`config.mk`:
```
export PLATFORM = sky130hd
export DESIGN_NAME = regfile_multiport
export DESIGN_NICKNAME = d
export VERILOG_FILES = /design/src/rtl/regfile_pkg.sv /design/src/rtl/regfile_clear_seq.sv /design/src/rtl/regfile_multiport.sv
export SDC_FILE = /design/constraint.sdc
export NUM_CORES = 2
export LEC_CHECK = 0
export CAP_MARGIN = 25
export CORE_MARGIN = 3
export CORE_UTILIZATION = 35
export CTS_BUF_LIST = sky130_fd_sc_hd__clkbuf_8
export DETAILED_ROUTE_END_ITERATION = 8
export GPL_TIMING_DRIVEN = 0
export PLACE_DENSITY_LB_ADDON = 0.15
export SLEW_MARGIN = 10
export SYNTH_ARGS = -nofsm -noshare
export SYNTH_HDL_FRONTEND = slang
export SYNTH_SLANG_ARGS = --single-unit
```
`constraint.sdc`:
```
create_clock -name clk -period 2.9 [get_ports clk]
set_input_delay 0.58 -clock clk [delete_from_list [all_inputs] [get_ports clk]]
set_output_delay 0.58 -clock clk [all_outputs]
set_load 0.01 [all_outputs]
```
`src/rtl/regfile_pkg.sv`:
```
// Shared definitions for the multiport register file: clear-sequencer state
// encoding, default geometry and the address of the optional hardwired zero register.
package regfile_pkg;

  typedef enum logic {
    ST_CLEAR = 1'b0,
    ST_READY = 1'b1
  } state_e;

  localparam int DEF_DATA_W = 32;
  localparam int DEF_ADDR_W = 5;
  localparam int ZERO_ADDR  = 0;

endpackage

```
`src/rtl/regfile_clear_seq.sv`:
```
// Post-reset clear sequencer: walks every register address once, writing zero,
// and holds busy until the walk completes.
module regfile_clear_seq
  import regfile_pkg::*;
#(
  parameter int ADDR_W = DEF_ADDR_W
) (
  input  logic              clk,
  input  logic              reset,
  output logic              busy,
  output logic              clr_we,
  output logic [ADDR_W-1:0] clr_addr
);

  localparam logic [ADDR_W-1:0] LAST_ADDR = '1;

  state_e            state_q, state_d;
  logic [ADDR_W-1:0] clr_cnt_q, clr_cnt_d;

  // NOTE: every output of this block gets a default first, so no path leaves a
  // variable unassigned and no latch is inferred.
  always_comb begin
    state_d   = state_q;
    clr_cnt_d = clr_cnt_q;
    if (reset) begin
      state_d   = ST_CLEAR;
      clr_cnt_d = '0;
    end else if (state_q == ST_CLEAR) begin
      clr_cnt_d = clr_cnt_q + ADDR_W'(1);
      if (clr_cnt_q == LAST_ADDR) state_d = ST_READY;
    end
  end

  // NOTE: non-blocking assignments here so every flop samples the pre-edge
  // values regardless of process ordering in simulation.
  always_ff @(posedge clk) begin
    state_q   <= state_d;
    clr_cnt_q <= clr_cnt_d;
  end

  assign busy     = (state_q == ST_CLEAR);
  assign clr_we   = (state_q == ST_CLEAR) && !reset;
  assign clr_addr = clr_cnt_q;

endmodule

```
`src/rtl/regfile_multiport.sv`:
```
// Register file with NUM_RD asynchronous read ports, two write ports (port 1 wins
// on address collision), optional zero register and same-cycle write bypass.
module regfile_multiport
  import regfile_pkg::*;
#(
  parameter int DATA_W   = DEF_DATA_W,
  parameter int ADDR_W   = DEF_ADDR_W,
  parameter int NUM_RD   = 2,
  parameter bit ZERO_REG = 1'b1,
  parameter bit BYPASS   = 1'b1
) (
  input  logic                     clk,
  input  logic                     reset,
  input  logic [NUM_RD*ADDR_W-1:0] rd_addr,
  output logic [NUM_RD*DATA_W-1:0] rd_data,
  input  logic                     we0,
  input  logic [ADDR_W-1:0]        waddr0,
  input  logic [DATA_W-1:0]        wdata0,
  input  logic                     we1,
  input  logic [ADDR_W-1:0]        waddr1,
  input  logic [DATA_W-1:0]        wdata1,
  output logic                     busy
);

  localparam int                NUM_REGS = 2 ** ADDR_W;
  localparam logic [ADDR_W-1:0] ZERO_A   = ADDR_W'(ZERO_ADDR);

  logic              clr_we;
  logic [ADDR_W-1:0] clr_addr;
  logic              wr0_en, wr1_en;

  // NOTE: the array has no reset term; the clear sequencer zeroes it through the
  // normal write path, which keeps it mappable onto plain storage.
  logic [DATA_W-1:0] regs_q [NUM_REGS];
  logic [DATA_W-1:0] regs_d [NUM_REGS];

  regfile_clear_seq #(
    .ADDR_W (ADDR_W)
  ) u_clear_seq (
    .clk      (clk),
    .reset    (reset),
    .busy     (busy),
    .clr_we   (clr_we),
    .clr_addr (clr_addr)
  );

  // User writes are live only in READY and outside reset; zero-register writes vanish here.
  assign wr0_en = we0 && !busy && !reset && !(ZERO_REG && (waddr0 == ZERO_A));
  assign wr1_en = we1 && !busy && !reset && !(ZERO_REG && (waddr1 == ZERO_A));

  always_comb begin
    regs_d = regs_q;
    if (clr_we) regs_d[clr_addr] = '0;
    if (wr0_en) regs_d[waddr0] = wdata0;
    if (wr1_en) regs_d[waddr1] = wdata1;
  end

  always_ff @(posedge clk) begin
    regs_q <= regs_d;
  end

  for (genvar i = 0; i < NUM_RD; i++) begin : g_rd
    logic [ADDR_W-1:0] addr;
    logic [DATA_W-1:0] data;

    assign addr = rd_addr[i*ADDR_W +: ADDR_W];

    always_comb begin
      data = regs_q[addr];
      if (BYPASS && wr1_en && (waddr1 == addr)) begin
        data = wdata1;
      end else if (BYPASS && wr0_en && (waddr0 == addr)) begin
        data = wdata0;
      end
      if (busy || (ZERO_REG && (addr == ZERO_A))) data = '0;
    end

    assign rd_data[i*DATA_W +: DATA_W] = data;
  end

endmodule

```
==> impl_metrics.prom <==
# TYPE chip_impl_metric gauge
chip_impl_metric{name="routed-via-count",unit=""} 69662
chip_impl_metric{name="grt_start_max_net_pins",unit=""} 17
chip_impl_metric{name="starting_density_of_the_core",unit="%"} 35.5
chip_impl_metric{name="final_period_minus_worst_setup_slack",unit="ps"} 3800
chip_impl_metric{name="synth_area_per_cell",unit="um^2"} 7.63
chip_impl_metric{name="rows",unit=""} 152
chip_impl_info{name="synth_largest_area_cell",value="sky130_fd_sc_hd__dfxtp_1"} 1
chip_impl_metric{name="cts_sinks",unit=""} 1030
chip_impl_metric{name="clock_latency",unit="ps"} 1030
chip_impl_metric{name="maxClockFrequency",unit="GHz"} 0.263
chip_impl_metric{name="worst_slack",unit="ps"} -898
chip_impl_metric{name="global_route.usage.total",unit="%"} 42.0
chip_impl_metric{name="synth-seq-area-share",unit="%"} 33.6
chip_impl_metric{name="area.sequential",unit="mm^2"} 0.0206
chip_impl_metric{name="clkTransAtPathRegs",unit="ps"} 60
chip_impl_metric{name="power.ir.vdd_worst",unit="mV"} 0.514
chip_impl_metric{name="multi_input_area",unit="mm^2"} 0.0393
chip_impl_metric{name="tightestPinTransition",unit="ps"} 1210
chip_impl_info{name="cp-start-kind",value="register"} 1
chip_impl_info{name="rsz_0062_raised_after_global_routing",value="yes"} 1
chip_impl_metric{name="numnets_final",unit=""} 8520
chip_impl_metric{name="clock-skew-final",unit="ps"} 49.4
chip_impl_metric{name="dp_hpwl",unit="um"} 323000
chip_impl_metric{name="top_level_ports",unit=""} 153
chip_impl_info{name="synth_flop_cell",value="sky130_fd_sc_hd__dfxtp_1"} 1
chip_impl_metric{name="finalCritPeriodShare",unit="%"} 131
chip_impl_info{name="run_status",value="complete, but fails checks"} 1
chip_impl_metric{name="async_reset_ff_share",unit="%"} 0
chip_impl_info{name="ys_top_cells_by_area",value="sky130_fd_sc_hd__dfxtp_1 (34%), sky130_fd_sc_hd__a31oi_1 (10%), sky130_fd_sc_hd__nand3_1 (8.5%)"} 1
chip_impl_metric{name="final_antenna_violating_net_count",unit=""} 0
chip_impl_metric{name="drt-wirelength-per-cell",unit="um"} 36.4
chip_impl_metric{name="drtIter0Drc",unit=""} 8988
chip_impl_metric{name="synth_enable_flop_cells",unit=""} 0
chip_impl_metric{name="sw_frac_of_total",unit="%"} 30.3
chip_impl_info{name="critPathKind",value="reg2out"} 1
chip_impl_metric{name="hold_depth",unit=""} 4
chip_impl_metric{name="area_growth",unit="%"} 20.9
chip_impl_metric{name="grt-ovfl-total",unit=""} 0
chip_impl_metric{name="switching_power_summed_over_all_nets",unit="uW"} 10100
chip_impl_metric{name="timing.max_slew.rel_slack",unit="%"} 19.7
chip_impl_metric{name="post_synthesis_cell_area",unit="mm^2"} 0.0613
chip_impl_metric{name="drive_above_1_share",unit="%"} 18.3
chip_impl_metric{name="fin_tns_setup",unit="ps"} -56220
chip_impl_metric{name="timing.max_cap.violations",unit=""} 0
chip_impl_metric{name="drcViolationCount",unit=""} 0
chip_impl_info{name="synthTopCellsByCount",value="sky130_fd_sc_hd__nand2_1 (1177), sky130_fd_sc_hd__nor2_1 (1134), sky130_fd_sc_hd__nand3_1 (1037), sky130_fd_sc_hd__dfxtp_1 (1030), sky130_fd_sc_hd__a31oi_1 (992)"} 1
chip_impl_metric{name="synth_top_cell_area_share",unit="%"} 33.6
chip_impl_metric{name="report.final.hold_viol_count",unit=""} 0
chip_impl_metric{name="maxSlewViolCount",unit=""} 0
chip_impl_metric{name="route.detailed.vias_per_inst",unit=""} 6.39
chip_impl_metric{name="critical_path_arrival",unit="ps"} 3220
chip_impl_metric{name="grt_first_pass_wirelength",unit="um"} 529000
chip_impl_metric{name="gp_routability_congestion",unit=""} 1.06
chip_impl_metric{name="design.core.area",unit="mm^2"} 0.173
chip_impl_metric{name="synthCells",unit=""} 8037
chip_impl_info{name="violations",value="negative setup slack"} 1
chip_impl_metric{name="routed_wl",unit="um"} 397000
chip_impl_metric{name="p_per_area",unit="mW/mm^2"} 452
chip_impl_metric{name="internal_power",unit="uW"} 23300
chip_impl_metric{name="synth_fp_nets",unit=""} 8130
chip_impl_metric{name="seqPwrFrac",unit="%"} 43.2
chip_impl_metric{name="height_of_the_die",unit="um"} 424
chip_impl_info{name="class_of_the_tightest_hold_or_removal_check",value="in2reg"} 1
chip_impl_metric{name="numCtsBuffers",unit=""} 201
chip_impl_info{name="tritoncts_clock_tree",value="yes"} 1
chip_impl_metric{name="fp.dieW",unit="um"} 424
chip_impl_metric{name="synthDistinctLibCells",unit=""} 70
chip_impl_metric{name="leakage_power_figure",unit="uW"} 0.0260
chip_impl_info{name="critPathCaptureType",value="output port"} 1
chip_impl_metric{name="drt_first_pass_iters",unit=""} 8
chip_impl_metric{name="cts-htree-levels",unit=""} 4
chip_impl_metric{name="port_buffers",unit=""} 77
chip_impl_metric{name="cts_max_path_buffers",unit=""} 3
chip_impl_metric{name="filler_cell_count",unit=""} 17639
chip_impl_metric{name="comb_power_share",unit="%"} 11.0
chip_impl_metric{name="antenna_found_initial",unit=""} 29
chip_impl_metric{name="ys_seq_elements",unit=""} 1030
chip_impl_metric{name="floorplan.die_area",unit="mm^2"} 0.180
chip_impl_metric{name="crit_fanout",unit=""} 7
chip_impl_metric{name="power.share.clock",unit="%"} 45.7
chip_impl_metric{name="timing.hold.ws",unit="ps"} 34.5
chip_impl_metric{name="ff2ff_path_depth",unit=""} 8
chip_impl_metric{name="critPathRequiredTime",unit="ps"} 2320
chip_impl_metric{name="first_global_vias",unit=""} 65027
chip_impl_metric{name="synth.yosys.warnings",unit=""} 0
chip_impl_info{name="clockRootBuffer",value="sky130_fd_sc_hd__clkbuf_8"} 1
chip_impl_metric{name="setup_viol_count_final",unit=""} 238
chip_impl_info{name="post-synth-top-count-cell",value="sky130_fd_sc_hd__nand2_1"} 1
[cells by family after synthesis]
group | share of synthesized area (%)
fa+ha+maj | 0.102
flops | 33.6
buf+inv | 6.64
mux | 17.0
simple gates | 26.2
xor+xnor | 0.341
compound gates | 16.1
[final timing paths]
| kind | endpoint | slack, ps | startpoint |
|---|---|---|---|
| worst max-delay path | rd_data[14] | -900 | u_clear_seq.state_q |
| worst min-delay path | regs_q[1] | 30 | wdata1[1] |
| worst max register to register | regs_q[803] | -140 | u_clear_seq.state_q |
| worst min register to register | regs_q[1018] | 490 | regs_q[1018] |
[per-stage QoR]
| step | util (%) | power [uW] | cell area [um^2] | worst slack [ps] | instances |
|---|---|---|---|---|---|
| 2_1_floorplan | - | 16300 | 61300 | -13.1 | 8037 |
| 3_3_place_gp | 37.6 | 17900 | 65000 | -3370 | 10424 |
| 3_5_place_dp | 37.7 | 17900 | 65200 | -3200 | 10441 |
| 4_1_cts | 41.7 | 33200 | 72100 | -891 | 10835 |
| 5_1_grt | 42.9 | 34100 | 74100 | -853 | 10896 |
| 6_report | 42.9 | 33500 | 74100 | -898 | 10902 |
[power groups by stage]
stage / logic (uW) / registers, uW / clock network (uW)
4_1_cts: 3390 / 14500 / 15300
5_1_grt: 3680 / 14500 / 15900
3_3_place_gp: 3100 / 14800 / 0
6_report: 3700 / 14500 / 15300
2_1_floorplan: 1630 / 14700 / 0
3_5_place_dp: 3130 / 14800 / 0
[metal layers]
metal,global-route usage [%],part of all wire [%],vias up
li1,-,-,29842
met1,51.6,39,34254
met2,64.8,44,4524
met3,9.20,9.1,1038
met4,30.6,8.7,4
met5,0,0.0068,-
[cells in the final DEF, fill, tap and decap left out, types with 25 or more instances in the layout]
cell type                  count
sky130_fd_sc_hd__buf_1       100
sky130_fd_sc_hd__a22oi_2      75
sky130_fd_sc_hd__clkbuf_2     75
sky130_fd_sc_hd__mux2i_2      52
sky130_fd_sc_hd__nand4_1      42
sky130_fd_sc_hd__nand2_1    1165
sky130_fd_sc_hd__o221ai_1     31
sky130_fd_sc_hd__buf_2        71
sky130_fd_sc_hd__nor2_1     1116
sky130_fd_sc_hd__nor2b_1      73
sky130_fd_sc_hd__nor4_2       26
sky130_fd_sc_hd__buf_6        75
sky130_fd_sc_hd__nand3_1    1024
sky130_fd_sc_hd__mux2_2      184
sky130_fd_sc_hd__inv_1        73
sky130_fd_sc_hd__or4_4        33
sky130_fd_sc_hd__and2_1       33
sky130_fd_sc_hd__buf_12       40
sky130_fd_sc_hd__o22ai_2      25
sky130_fd_sc_hd__clkbuf_1    617
sky130_fd_sc_hd__o21ai_1      44
sky130_fd_sc_hd__clkbuf_4     51
sky130_fd_sc_hd__o21ai_2      54
sky130_fd_sc_hd__a211oi_1     60
sky130_fd_sc_hd__mux4_2      200
sky130_fd_sc_hd__buf_4        91
sky130_fd_sc_hd__o22ai_1     162
sky130_fd_sc_hd__dfxtp_1    1014
sky130_fd_sc_hd__a31oi_1     992
sky130_fd_sc_hd__clkbuf_8    264
sky130_fd_sc_hd__mux2i_1     307
[sequential cells by signal, summed over array words and instances, names as in the netlist]
| name | count |
|---|---|
| u_clear_seq.state_q | 1 |
| regs_q | 1024 |
| u_clear_seq.clr_addr | 5 |
[worst max-delay path, stage by stage, from the launching register on]
cell and delay [ps]:
sky130_fd_sc_hd__dfxtp_4 460, sky130_fd_sc_hd__nand2_1 90, sky130_fd_sc_hd__a211o_4 390, sky130_fd_sc_hd__nor4_4 170
sky130_fd_sc_hd__buf_6 170, sky130_fd_sc_hd__or2_4 230, sky130_fd_sc_hd__buf_12 200, sky130_fd_sc_hd__buf_12 160
sky130_fd_sc_hd__o21ai_4 120, sky130_fd_sc_hd__buf_6 150
[final cells by class]
type	count	share of cell area (%)
multi-input combinational	5989	53.0
sequential	1030	27.9
buffer	1007	7.40
clock buffer	252	4.68
tap	2310	3.90
timing repair buffer	191	2.38
clock inverter	96	0.667
antenna	20	0.0675
inverter	7	0.0405
[repair_timing]
action | in CTS | in global routing
setup buffers | 26 | 43
hold buffers | 20 | 0
cloned | 2 | 3
endpoints found under the setup margin | 1006 | 983
gates resized for setup | 1067 | 379
pin swaps | 57 | 83
hold endpoints to repair | 36 | 0
(Power assumes the default switching activity.)
